$ cat src/rtl/nabp_image_addresser_multi.sv
`default_nettype none
// ============================================================================
// Module      : nabp_image_addresser_multi
// Description : Image-RAM address generator for the PE domino-chain readout.
//               Walks each partition of an N x N row-major image in X scan,
//               Y scan, or both, one address per enabled cycle. A kick
//               starts a run after a programmable delay. Abort returns to
//               idle at any time.
// Optional    : define NABP_ADDR_MIRROR_EN to add the ir_mirror input, which
//               reverses the position order within every line.
// Ports       : clk, reset_n (async, active low)
//               ir_kick, ir_mode[1:0], ir_enable, ir_abort  - control inputs
//               ir_mirror                                  - only with mirror
//               ir_kick_ack   - pulse on the last delay cycle
//               ir_addr       - registered image address
//               ir_addr_valid - high while addressing
//               ir_scan_mode  - 0 X scan, 1 Y scan
//               ir_done       - pulse after the final address is consumed
// Revision    : 1.0 - initial release
// ============================================================================
module nabp_image_addresser_multi #(
  parameter int IMAGE_SIZE     = 128,
  parameter int PARTITION_SIZE = 16,
  parameter int DELAY_CYCLES   = 8,
  parameter int ADDR_WIDTH     = 14
) (
  input  logic                  clk,
  input  logic                  reset_n,
  input  logic                  ir_kick,
  input  logic [1:0]            ir_mode,
  input  logic                  ir_enable,
  input  logic                  ir_abort,
`ifdef NABP_ADDR_MIRROR_EN
  input  logic                  ir_mirror,
`endif
  output logic                  ir_kick_ack,
  output logic [ADDR_WIDTH-1:0] ir_addr,
  output logic                  ir_addr_valid,
  output logic                  ir_scan_mode,
  output logic                  ir_done
);

  localparam int NP  = IMAGE_SIZE / PARTITION_SIZE;
  localparam int P_W = (NP > 1) ? $clog2(NP) : 1;
  localparam int L_W = (PARTITION_SIZE > 1) ? $clog2(PARTITION_SIZE) : 1;
  localparam int S_W = (IMAGE_SIZE > 1) ? $clog2(IMAGE_SIZE) : 1;
  localparam int D_W = (DELAY_CYCLES > 1) ? $clog2(DELAY_CYCLES) : 1;

  localparam logic [P_W-1:0] P_LAST = P_W'(NP - 1);
  localparam logic [L_W-1:0] L_LAST = L_W'(PARTITION_SIZE - 1);
  localparam logic [S_W-1:0] S_LAST = S_W'(IMAGE_SIZE - 1);
  localparam logic [D_W-1:0] D_LAST = D_W'(DELAY_CYCLES - 1);
  localparam logic [ADDR_WIDTH-1:0] N_A  = ADDR_WIDTH'(IMAGE_SIZE);
  localparam logic [ADDR_WIDTH-1:0] PS_A = ADDR_WIDTH'(PARTITION_SIZE);

  generate
    if (IMAGE_SIZE % PARTITION_SIZE != 0) begin : g_size_check
      $error("IMAGE_SIZE must be a multiple of PARTITION_SIZE");
    end
  endgenerate

  typedef enum logic [1:0] {S_IDLE, S_DELAY, S_ADDR_X, S_ADDR_Y} state_t;

  state_t                  state, state_n;
  logic [P_W-1:0]          p, p_n;
  logic [L_W-1:0]          l, l_n;
  logic [S_W-1:0]          s, s_n, s_eff;
  logic [D_W-1:0]          d, d_n;
  logic [1:0]              mode, mode_n;
  logic                    mirror, mirror_n, mirror_in;
  logic                    done_n;
  logic [ADDR_WIDTH-1:0]   addr_n;

`ifdef NABP_ADDR_MIRROR_EN
  assign mirror_in = ir_mirror;
`else
  assign mirror_in = 1'b0;
`endif

  always_ff @(posedge clk or negedge reset_n) begin
    if (!reset_n) begin
      state   <= S_IDLE;
      p       <= '0;
      l       <= '0;
      s       <= '0;
      d       <= '0;
      mode    <= '0;
      mirror  <= 1'b0;
      ir_addr <= '0;
      ir_done <= 1'b0;
    end else begin
      state   <= state_n;
      p       <= p_n;
      l       <= l_n;
      s       <= s_n;
      d       <= d_n;
      mode    <= mode_n;
      mirror  <= mirror_n;
      ir_addr <= addr_n;
      ir_done <= done_n;
    end
  end

  always_comb begin
    state_n  = state;
    p_n      = p;
    l_n      = l;
    s_n      = s;
    d_n      = d;
    mode_n   = mode;
    mirror_n = mirror;
    done_n   = 1'b0;
    case (state)
      S_IDLE: begin
        if (ir_kick) begin
          state_n  = S_DELAY;
          d_n      = '0;
          // Mode 11 is stored as 00 so later decisions see only three modes.
          mode_n   = (ir_mode == 2'b11) ? 2'b00 : ir_mode;
          mirror_n = mirror_in;
        end
      end
      S_DELAY: begin
        if (d == D_LAST) begin
          d_n     = '0;
          state_n = (mode == 2'b10) ? S_ADDR_Y : S_ADDR_X;
        end else begin
          d_n = d + 1'b1;
        end
      end
      default: begin
        if (ir_enable) begin
          if (s != S_LAST) begin
            s_n = s + 1'b1;
          end else begin
            s_n = '0;
            if (l != L_LAST) begin
              l_n = l + 1'b1;
            end else begin
              l_n = '0;
              // Combined mode runs the Y phase of the same partition next.
              if (state == S_ADDR_X && mode == 2'b00) begin
                state_n = S_ADDR_Y;
              end else if (p == P_LAST) begin
                state_n = S_IDLE;
                p_n     = '0;
                done_n  = 1'b1;
              end else begin
                p_n     = p + 1'b1;
                state_n = (mode == 2'b10) ? S_ADDR_Y : S_ADDR_X;
              end
            end
          end
        end
      end
    endcase
    if (ir_abort) begin
      state_n = S_IDLE;
      p_n     = '0;
      l_n     = '0;
      s_n     = '0;
      d_n     = '0;
      done_n  = 1'b0;
    end
  end

  // The address register is loaded from the next counter values, so the
  // first address is already present on the first ADDR cycle.
  always_comb begin
    s_eff  = mirror_n ? (S_LAST - s_n) : s_n;
    addr_n = '0;
    if (state_n == S_ADDR_Y) begin
      addr_n = ADDR_WIDTH'(s_eff) * N_A + ADDR_WIDTH'(p_n) * PS_A + ADDR_WIDTH'(l_n);
    end else if (state_n != S_IDLE) begin
      addr_n = (ADDR_WIDTH'(p_n) * PS_A + ADDR_WIDTH'(l_n)) * N_A + ADDR_WIDTH'(s_eff);
    end
  end

  assign ir_kick_ack   = (state == S_DELAY) && (d == D_LAST) && !ir_abort;
  assign ir_addr_valid = (state == S_ADDR_X) || (state == S_ADDR_Y);
  assign ir_scan_mode  = (state == S_ADDR_Y);

endmodule
`default_nettype wire

$ cat config.mk
export PLATFORM = sky130hd
export DESIGN_NAME = nabp_image_addresser_multi
export DESIGN_NICKNAME = d
export VERILOG_FILES = /design/src/rtl/nabp_image_addresser_multi.sv
export SDC_FILE = /design/constraint.sdc
export NUM_CORES = 1
export LEC_CHECK = 0
export ABC_CLOCK_PERIOD_IN_PS = 2700
export BUFFER_PORTS_ARGS = -buffer_cell sky130_fd_sc_hd__buf_4
export CORE_ASPECT_RATIO = 1.4
export CORE_MARGIN = 10
export CORE_UTILIZATION = 43
export DETAILED_ROUTE_END_ITERATION = 8
export GPL_TIMING_DRIVEN = 0
export MAX_ROUTING_LAYER = met4
export PLACE_DENSITY = 0.63
export SLEW_MARGIN = 20
export SYNTH_ARGS = -nofsm -noshare
export SYNTH_HDL_FRONTEND = slang
export SYNTH_SLANG_ARGS = --single-unit
$ cat constraint.sdc
create_clock -name clk -period 2.7 [get_ports clk]
set_input_delay 0.27 -clock clk [delete_from_list [all_inputs] [get_ports clk]]
set_output_delay 0.27 -clock clk [all_outputs]
set_load 0.02 [all_outputs]
# [Word-level counts from Yosys, hierarchy flattened]
# Index checks and enable logic that the tools add are counted.
[word_totals] ff_bits=37 input_bits=7
[classes] add_sub_neg=9 n_eq_ne=11 n_mux=43 reduce_logical=12
[op_table] op="2-to-1 mux 7 bit" count=5
[op_table] op="2-to-1 mux 3 bit" count=10
[op_table] op="adder 14 x 7 -> 14 bit" count=2
[op_table] op="2-to-1 mux 14 bit" count=2
[op_table] op="2-to-1 mux 4 bit" count=5
[op_table] op="2-to-1 mux 2 bit" count=9
[op_table] op="adder 14 x 4 -> 14 bit" count=1
[op_table] op="== test 2 bit, second input constant" count=5
[op_table] op="2-to-1 mux 1 bit" count=10
[op_table] op="adder 7 x 1 -> 7 bit, second input constant" count=1
[op_table] op="adder 7 x 4 -> 7 bit" count=1
[op_table] op="!= test 7 bit, second input constant" count=1
[op_table] op="subtractor 7 bit, first input constant" count=1
[op_table] op="adder 3 x 1 -> 3 bit, second input constant" count=2
[op_table] op="== test 3 bit, second input constant" count=2
[op_table] op="one-hot mux 3 bit (2 select lines)" count=1
[op_table] op="adder 4 x 1 -> 4 bit, second input constant" count=1
[op_table] op="zero test 2 bit" count=2
[op_table] op="!= test 4 bit, second input constant" count=1
[op_table] op="one-hot mux 2 bit (2 select lines)" count=1
[op_table] op="AND reduction 2 bit" count=2
[op_table] op="logical AND 1 bit" count=3
[op_table] op="!= test 3 bit, second input constant" count=1
[op_table] op="nonzero test 3 bit" count=1
[op_table] op="other kinds (5)" count=5

# [Longest topological paths before layout]
# Gate-level depths: netlist (run 1).
[depth] depth_word=12 depth_mapped=10 mapped_depth_nobuf=8

# [Worst setup path before layout (run 1)]
# OpenSTA, ideal clock, no wires.
[synth_path] kind="reg2reg" from="reg s[0]" to="reg ir_addr[10]" setup_time_ns=0.135 arrival_ns=2.002 slack_ns=0.563 stages_incl_launch_ff=10 path_buffers=3 synth_period_minus_slack_ns=2.137 cell_sequence="dfrtp_1 -> ha_1 -> buf_2 -> nand3_1 -> nor3_2 -> mux2i_1 -> or2_1 -> buf_2 -> buf_6 -> a22oi_1"
[synth_between] elab_chain_cells=10 word_cells_on_any_way=28
[synth_lines] element="start: declaration" line="67" source="logic [S_W-1:0] s, s_n, s_eff;"
[synth_lines] element="start signal: assignment" line="95" source="s <= s_n;"
[synth_lines] element="adder 7 x 1 -> 7 bit / != test 7 bit (equally long branches)" line="134, 133"
[synth_lines] element="2-to-1 mux 7 bit" line="133" source="if (s != S_LAST) begin"
[synth_lines] element="2-to-1 mux 7 bit" line="132" source="if (ir_enable) begin"
[synth_lines] element="2-to-1 mux 7 bit" line="113" source="case (state)"
[synth_lines] element="2-to-1 mux 7 bit" line="157" source="if (ir_abort) begin"
[synth_lines] element="subtractor 7 bit" line="170" source="s_eff = mirror_n ? (S_LAST - s_n) : s_n;"
[synth_lines] element="2-to-1 mux 7 bit" line="170"
[synth_lines] element="adder 14 x 7 -> 14 bit (on tied branches)" line="173, 175"
[synth_lines] element="adder 14 x 4 -> 14 bit / 2-to-1 mux 14 bit (equally long branches)" line="173, 174"
[synth_lines] element="2-to-1 mux 14 bit (*)" line="172" source="if (state_n == S_ADDR_Y) begin"
[synth_lines] element="named net addr_n[10]" line="72" source="logic [ADDR_WIDTH-1:0] addr_n;"
[synth_lines] element="end signal: assignment" line="99" source="ir_addr <= addr_n;"
[synth_lines] element="end: declaration" line="37" source="output logic [ADDR_WIDTH-1:0] ir_addr,"
# Mark *: on every way through the listed nets, which the timed path passes. The rest lies on a longest branch.
# A chain may end at the register's enable or synchronous reset.

# [Worst setup path after layout (run 1)]
# Same ends and word-level chain as after synthesis.

==> impl_metrics.ini, run 1 <==
[route]
dr.first_iter.drc_count = 160
antenna_left = 0
via_per_inst = 5.56
drc = 0
routedWlPerCell_um = 16.8
dr.pass1.iters = 4
vias = 1824
wirelength_um = 5500

[grt]
grt_max_degree = 38
grtUsageTotal = 0.142
overflow = 0
grt_pass1_wl_um = 9560
antenna_found_initial = 0
grt_pass1_vias = 1877

[synthesis]
synth_top_area_cell = dfrtp_1
yosys-top-cells-area = dfrtp_1 40%, mux2i_1 5.1%, ha_1 3.2%
yosys.area_share.simple = 0.207
synth_commonest_cells = 37 x dfrtp_1, 14 x nand2_1, 12 x mux2i_1
syn_area_um2 = 2330
synth_compound_gate_area_share = 0.218
synthCells = 230
synthDistinctLibCells = 59
yosys.area_share.adder = 0.0322
synth-edff-count = 0
synthArstFlopShare = 1.00
syn_nets = 243
ys.flop_type = dfrtp_1
synth.area.mux_share = 0.0708
synth_xor_area_frac = 0.0150
yosys_register_bits = 37
syn_area_per_cell_um2 = 10.1
synth_top_family_by_area = compound AO/OA/AOI/OAI gates
synth.most_common_cell = dfrtp_1
synth_seq_area_share = 0.397
yosysWarnings = 0
synth_top_area_share = 0.397

[final_layout]
n_antenna_cell = 0
multi_input_comb_area_um2 = 1280
final_core_util = 0.522
area_delta_synth_final_pct = 17.1
nNetsFinal = 274
layout.cells.non_filler = 328
drive_above_1_share = 0.263
seqCellArea_um2 = 926
fill_cells = 515

[power_and_ir_drop]
swShare = 0.240
p_comb_frac = 0.087
pwr-share-clk = 0.433
p_per_area_nw_per_um2 = 436
power.switching_mw = 0.286
p_leak_nw = 1.22
p_seq_frac = 0.480
p_int_mw = 0.904
peakVddDrop_mv = 0.236
p_total_mw = 1.19

[outcome]
status = finished clean

[floorplan]
start_util = 0.446
row_count = 31
die_y_um = 107
die_w_um = 82.3
boundaryPins = 25
dieArea_um2 = 8820
placeableCoreArea_um2 = 5240

[timing]
timing.final.ws_setup_ns = 0.192
rsz0062_at_grt = no
hold_viol_final = 0
max_freq_mhz = 399
timing.final.crit_share = 0.929
setup_viol = 0
finalCriticalPeriod_ns = 2.51
worst_pin_slew_ns = 0.705
finalMaxSlewViolations = 0
setup_tns_ns = 0
clock-skew-final_ns = 0.00961
slew_headroom = 0.523

[critical_path]
cp_num_buf_inv = 2
r2r_start = s[0]
crit_start = s[0]
crit_chain = ha_1, buf_2, nand3_1, nor3_2, mux2i_4, clkbuf_1, a211oi_1, a22oi_1
cp.required_ns = 2.91
arrival_ns = 2.72
endpoint_kind = flop
cpPeakStageDelay_ns = 0.47
cpMaxStageDelayCell = dfrtp_1
crit_family = buffers and inverters
worstSetupStartpointType = flop
critPathKind = flop to flop
crit_fanout = 10

[clock_network]
cts_tree = yes
clk_pin_slew_ns = 0.08
cts_buffers = 5
cts.htree.levels = 2
clock_latency_ns = 0.30
cts_buffer_depth = 2
cts.sinks = 37
clockRootBuffer = clkbuf_8
cts_setup_buffers = 0

[place]
dpl.hpwl_um = 4020
io_buffers = 23
dp.cells = 319
place_ws_ns = 0.0455
gp_routability_congestion = 0.855

[hold_path]
min_path_type = input port to flop
min_from = ir_mode[0]

[job]
maxCapViolCount = 0
[final timing paths]
check | slack (ns) | end | cells after the start
min | 0.24 | mode[0] | 3
max in group asynchronous | 1.88 | s[4] | 2
max reg2reg | 0.19 | ir_addr[10] | 8
min reg2reg | 0.55 | d[1] | 2
min in group asynchronous | 0.48 | ir_addr[10] | 2
max | 0.19 | ir_addr[10] | 8
[layout by cell type (no fill, tap or decap), drive strengths merged, types with 4 or more instances in the layout]
cell / n
a211oi: 7
a21oi: 6
a22oi: 10
and3: 4
buf: 34
clkbuf: 12
dfrtp: 37
ha: 6
inv: 7
mux2: 4
mux2i: 12
nand2: 15
nand2b: 4
nand3: 7
nand4: 4
nor2: 8
nor3: 8
o211ai: 9
o21ai: 21
xnor2: 4
[worst min-delay path: cells and delay by family]
family | cells | cell delay (ns)
and+or+nand+nor | 1 | 0.05
buffers and inverters | 1 | 0.11
AOI/OAI and AO/OA | 1 | 0.06
[timing repair]
item                       CTS  global route
hold endpoints to repair    37             0
hold buffers                 1             0
setup endpoints to repair    0            15
resized for setup            0             2
[flip-flops by register name, indices dropped and copies added, names as in the netlist, 2 cells and up]
signal / flops
mode: 2
p: 3
l: 4
d: 3
s: 7
ir_addr: 14
state: 2
[stage by stage]
| stage | hold WS [ns] | instance area (um2) |
|---|---|---|
| after detailed placement | 0.270 | 2590 |
| after CTS | 0.236 | 2720 |
| after global routing | 0.243 | 2730 |
| after global placement | 0.264 | 2590 |
| final | 0.239 | 2730 |
| after floorplan | -0.0256 | 2330 |
[logic make-up after synthesis]
group / Yosys count
compound gates: 69
simple gates: 73
buf+inv: 25
fa+ha+maj: 6
mux: 16
flops: 37
xor+xnor: 4
[layout make-up]
type                       instances  share of cell area
buffer                            17              0.0399
clock inverter                     2              0.0137
clock buffer                       6              0.0302
timing repair buffer              24              0.0669
tap                               66              0.0302
inverter                           8              0.0119
multi-input combinational        168               0.468
sequential                        37               0.339
[layer usage]
layer | track usage | vias to the layer above | share of wire
li1 | - | 915 | -
met1 | 0.171 | 877 | 0.45
met2 | 0.221 | 23 | 0.50
met3 | 0.0276 | 9 | 0.024
met4 | 0.0634 | 0 | 0.026
met5 | - | - | 0
[power by group through the flow]
stage / sequential (mW) / combinational [mW] / clock, mW
global placement: 0.583 / 0.103 / 0
global route: 0.574 / 0.114 / 0.546
floorplan: 0.590 / 0.0529 / 0
finish: 0.572 / 0.103 / 0.515
detailed placement: 0.583 / 0.104 / 0
CTS: 0.572 / 0.105 / 0.524
Note: power is estimated with default switching activity, not from simulation.
==> run 2: changes to the inputs <==
--- a/config.mk
+++ b/config.mk
@@ -5,7 +5,7 @@
 export SDC_FILE = /design/constraint.sdc
 export NUM_CORES = 1
 export LEC_CHECK = 0
-export ABC_CLOCK_PERIOD_IN_PS = 2700
+export ABC_CLOCK_PERIOD_IN_PS = 2350
 export BUFFER_PORTS_ARGS = -buffer_cell sky130_fd_sc_hd__buf_4
 export CORE_ASPECT_RATIO = 1.4
 export CORE_MARGIN = 10
@@ -14,6 +14,7 @@
 export GPL_TIMING_DRIVEN = 0
 export MAX_ROUTING_LAYER = met4
 export PLACE_DENSITY = 0.63
+export SETUP_SLACK_MARGIN = 0.5
 export SLEW_MARGIN = 20
 export SYNTH_ARGS = -nofsm -noshare
 export SYNTH_HDL_FRONTEND = slang
==> constraint.sdc (replaced) <==
create_clock -name clk -period 2.35 [get_ports clk]
set_input_delay 0.235 -clock clk [delete_from_list [all_inputs] [get_ports clk]]
set_output_delay 0.235 -clock clk [all_outputs]
set_load 0.02 [all_outputs]
==> impl_metrics.ini, run 2 (synthesized netlist as in run 1, its figures left out) <==
[outcome]
status = finished clean

[floorplan]
dieArea_um2 = 8820
die_w_um = 82.3
row_count = 31
start_util = 0.446
boundaryPins = 25
die_y_um = 107
placeableCoreArea_um2 = 5240

[clock_network]
cts_tree = yes
cts.htree.levels = 2
clockRootBuffer = clkbuf_8
cts.sinks = 37
cts_buffer_depth = 2
clk_pin_slew_ns = 0.08
cts_buffers = 5
clock_latency_ns = 0.30

[timing]
slew_headroom = 0.593
timing.final.ws_setup_ns = 0.328
setup_viol = 0
worst_pin_slew_ns = 0.611
max_freq_mhz = 495
finalCriticalPeriod_ns = 2.02
hold_viol_final = 0
timing.final.crit_share = 0.860
rsz0062_at_grt = yes
finalMaxSlewViolations = 0
clock-skew-final_ns = 0.00727

[grt]
grtUsageTotal = 0.155
grt_pass1_vias = 2044
grt_max_degree = 38
overflow = 0
grt_pass1_wl_um = 10500
antenna_found_initial = 0

[job]
maxCapViolCount = 0

[critical_path]
cp.required_ns = 2.57
worstSetupStartpointType = flop
crit_chain = ha_2, ha_4, mux2_4, o21ai_4, mux2i_4, or2_1, buf_6, buf_8, a22oi_2
arrival_ns = 2.24
endpoint_kind = flop
crit_fanout = 5
cp_num_buf_inv = 2
crit_family = flip-flops
critPathKind = flop to flop
cpPeakStageDelay_ns = 0.39
cpMaxStageDelayCell = dfrtp_1

[final_layout]
area_delta_synth_final_pct = 40.7
nNetsFinal = 303
n_antenna_cell = 0
layout_commonest_cell = buf_4
drive_above_1_share = 0.481
top_register = ir_addr
layout_common_cells = 50 x buf_4, 34 x dfrtp_1, 13 x nand2_1, 9 x o21ai_0, 9 x o211ai_1
final_core_util = 0.627
reg_top3 = ir_addr: 14 flops, s: 7 flops, l: 4 flops
largest_reg_flops = 14

[route]
wirelength_um = 6500
dr.pass1.iters = 5
via_per_inst = 5.72
dr.first_iter.drc_count = 108
antenna_left = 0
vias = 2043
routedWlPerCell_um = 18.2
drc = 0

[power_and_ir_drop]
p_per_area_nw_per_um2 = 426
peakVddDrop_mv = 0.334
p_leak_nw = 1.43

[place]
place_ws_ns = -0.0210
dpl.hpwl_um = 4130
io_buffers = 23
gp_routability_congestion = 0.788

[hold_path]
min_path_type = input port to flop
==> run 2: cell types whose count changed in the layout (fill, tap and decap cells not counted), moves of 4 or more <==
cell     previous run  this run
buf_4              23        50
o21ai_1            11         2
o21ai_2             0         8
ha_1                6         0
mux2i_1            11         7
==> run 2: final timing paths <==
check	start	slack (ns)	depth (start not counted)	to
setup / recovery	p[0]	0.33	9	ir_addr[13]
hold / removal	ir_mode[1]	0.21	3	mode[0]
setup reg to reg	p[0]	0.33	9	ir_addr[13]
hold reg to reg	d[2]	0.59	2	d[2]
max in group asynchronous	reset_n	1.53	2	s[0]
min in group asynchronous	reset_n	0.44	2	p[2]
==> run 2: worst reg2reg max path, delay by kind of cell, from the launching register on <==
| kind | cells | cell delay, ns |
|---|---|---|
| adders and majority gates | 2 | 0.37 |
| DFF | 1 | 0.39 |
| and+or+nand+nor | 1 | 0.23 |
| muxes | 2 | 0.38 |
| AOI/OAI and AO/OA | 2 | 0.32 |
| buffers and inverters | 2 | 0.27 |
==> run 2: area by class of cell <==
type | instances | area (um2)
Clock buffer | 6 | 82.6
Clock inverter | 2 | 37.5
Buffer | 17 | 138
Fill cell | 436 | 1950
Inverter | 8 | 37.5
Sequential cell | 37 | 930
Tap cell | 66 | 82.6
Multi-Input combinational cell | 168 | 1530
Timing Repair Buffer | 53 | 442
==> run 2: stage by stage <==
step / total power, mW / instances / hold WS (ns) / cell area [um2] / TNS (ns)
floorplan: 0.742 / 230 / -0.0606 / 2400 / 0
global placement: 0.791 / 319 / 0.227 / 2660 / -0.0127
detailed placement: 0.792 / 319 / 0.234 / 2660 / -0.0210
CTS: 1.41 / 349 / 0.210 / 3130 / 0
global route: 1.46 / 357 / 0.211 / 3280 / 0
finish: 1.40 / 357 / 0.206 / 3280 / 0
==> run 2: power breakdown <==
part	switching, mW	internal [mW]	total (mW)
Combinational	0.0857	0.0644	0.150
Clock	0.242	0.345	0.587
Sequential	0.0106	0.649	0.660
==> run 2: what timing repair did <==
action                                 4_1_cts  5_1_grt
pin swaps                                   12        9
hold buffers                                 1        0
endpoints found under the hold margin       37        0
gates cloned                                 1        1
setup endpoints to repair                   21       16
gates resized for setup                     39       18
buffers inserted                            20        7
==> run 2: layer usage <==
| layer | vias up | global-route usage | share of wire |
|---|---|---|---|
| li1 | 982 | - | - |
| met1 | 1004 | 0.186 | 0.41 |
| met2 | 49 | 0.253 | 0.54 |
| met3 | 8 | 0.0259 | 0.038 |
| met4 | 0 | 0.0537 | 0.016 |
| met5 | - | - | 0 |
==> run 3: changes to the inputs <==
--- a/config.mk
+++ b/config.mk
@@ -10,6 +10,8 @@
 export CORE_ASPECT_RATIO = 1.4
 export CORE_MARGIN = 10
 export CORE_UTILIZATION = 43
+export CTS_BUF_LIST = sky130_fd_sc_hd__clkbuf_16
+export CTS_CLUSTER_SIZE = 14
 export DETAILED_ROUTE_END_ITERATION = 8
 export GPL_TIMING_DRIVEN = 0
 export MAX_ROUTING_LAYER = met4
==> impl_metrics.ini, run 3 (synthesized netlist as in run 1, its figures left out) <==
[outcome]
status = finished clean

[clock_network]
cts_buffers = 5
clock_latency_ns = 0.28
clk_pin_slew_ns = 0.06
cts.sinks = 37
cts_tree = yes
cts.htree.levels = 2
clockRootBuffer = clkbuf_16
cts_buffer_depth = 2

[place]
dpl.hpwl_um = 4130
place_ws_ns = -0.0210
gp_routability_congestion = 0.788
io_buffers = 23
dpl_cell_area_um2 = 2660

[critical_path]
arrival_ns = 2.21
crit_fanout = 5
r2r_start = p[0]
endpoint_kind = flop
ff2ff_setup_slack_ns = 0.34
critPathKind = flop to flop
worstReg2RegEnd = ir_addr[10]
worstSetupStartpointType = flop
reg2reg_depth = 9
cp.required_ns = 2.55

[timing]
setup_tns_ns = 0
timing.final.crit_share = 0.856
slew_headroom = 0.609
hold_viol_final = 0
setup_viol = 0
rsz0062_at_grt = yes
clock-skew-final_ns = 0.00589
max_freq_mhz = 497
timing.final.ws_setup_ns = 0.339
whs_ns = 0.224
worst_pin_slew_ns = 0.587
finalMaxSlewViolations = 0
finalCriticalPeriod_ns = 2.01

[power_and_ir_drop]
peakVddDrop_mv = 0.391
p_leak_nw = 1.42
p_per_area_nw_per_um2 = 481

[route]
via_per_inst = 5.65
routedWlPerCell_um = 17.6
wirelength_um = 6210
dr.first_iter.drc_count = 115
dr.pass1.iters = 4
drc = 0
antenna_left = 0
vias = 1993

[hold_path]
hold_path_depth = 3
min_from = ir_mode[1]
min_path_type = input port to flop
hold_end = mode[0]

[final_layout]
drive_above_1_share = 0.460
layout_common_cells = 46 x buf_4, 34 x dfrtp_1, 13 x nand2_1, 9 x o21ai_0, 9 x o211ai_1
fin_area_um2 = 3250
fill_cells = 432
n_antenna_cell = 0
nNetsFinal = 299
multi_input_comb_area_um2 = 1500
seqCellArea_um2 = 930
layout_commonest_cell = buf_4
area_delta_synth_final_pct = 39.4
top_register = ir_addr
reg_top3 = ir_addr: 14 flops, s: 7 flops, l: 4 flops
largest_reg_flops = 14

[job]
maxCapViolCount = 0

[floorplan]
start_util = 0.446
placeableCoreArea_um2 = 5240
die_w_um = 82.3
boundaryPins = 25
dieArea_um2 = 8820
die_y_um = 107
row_count = 31

[grt]
grt_pass1_wl_um = 10500
antenna_found_initial = 0
grt_max_degree = 38
grt_pass1_vias = 2054
overflow = 0
grtUsageTotal = 0.156
-- run 3: cell type report --
type                       count  area share
multi-input combinational    168       0.462
sequential                    37       0.286
timing repair buffer          49       0.122
buffer                        17      0.0431
clock buffer                   5      0.0385
tap                           66      0.0254
clock inverter                 3      0.0127
inverter                       8      0.0100
-- run 3: layer usage --
metal | share of wire | vias to the layer above | wire length, um | global-route usage
li1 | - | 974 | - | -
met1 | 0.42 | 963 | 2580 | 0.183
met2 | 0.53 | 45 | 3290 | 0.256
met3 | 0.037 | 11 | 232 | 0.0251
met4 | 0.017 | 0 | 106 | 0.0622
met5 | 0 | - | 0 | -
-- run 3: worst max-delay path by stage --
stage / from / end / slack [ns] / cells past startpoint
2_1_floorplan: s[0] / ir_addr[10] / 0.38 / 9
3_5_place_dp: s[0] / ir_addr[10] / -0.02 / 8
5_1_grt: p[1] / ir_addr[12] / 0.27 / 9
3_3_place_gp: s[0] / ir_addr[10] / -0.01 / 8
4_1_cts: p[0] / ir_addr[10] / 0.32 / 9
6_report: p[0] / ir_addr[10] / 0.34 / 9
-- run 3: per-stage QoR --
step | utilization | power [mW] | cells
6_report | 0.621 | 1.56 | 353
5_1_grt | 0.621 | 1.63 | 353
4_1_cts | 0.603 | 1.58 | 348
3_5_place_dp | 0.508 | 0.792 | 319
3_3_place_gp | 0.508 | 0.791 | 319
2_1_floorplan | - | 0.742 | 230
-- run 3: worst max-delay path: stages, from the launching register on --
cell and delay, ns:
dfrtp_1 0.38, ha_2 0.20, ha_4 0.17, mux2_4 0.27, o21ai_4 0.14, mux2i_4 0.11, or2_1 0.23, buf_6 0.14
buf_8 0.13, a22oi_2 0.18
-- run 3: repair_timing --
| action | CTS | global route |
|---|---|---|
| hold buffers | 1 | 0 |
| endpoints found under the hold margin | 37 | 0 |
| pin swaps | 11 | 4 |
| resized for setup | 38 | 13 |
| gates cloned | 1 | 0 |
| setup buffers | 19 | 5 |
| endpoints found under the setup margin | 21 | 16 |
-- run 3: power breakdown --
part	total, mW	leakage (nW)	internal (mW)	switching, mW
registers	0.662	0.502	0.651	0.0109
clock network	0.752	0.0775	0.496	0.255
logic	0.150	0.839	0.0651	0.0851
total	1.56	1.42	1.21	0.351
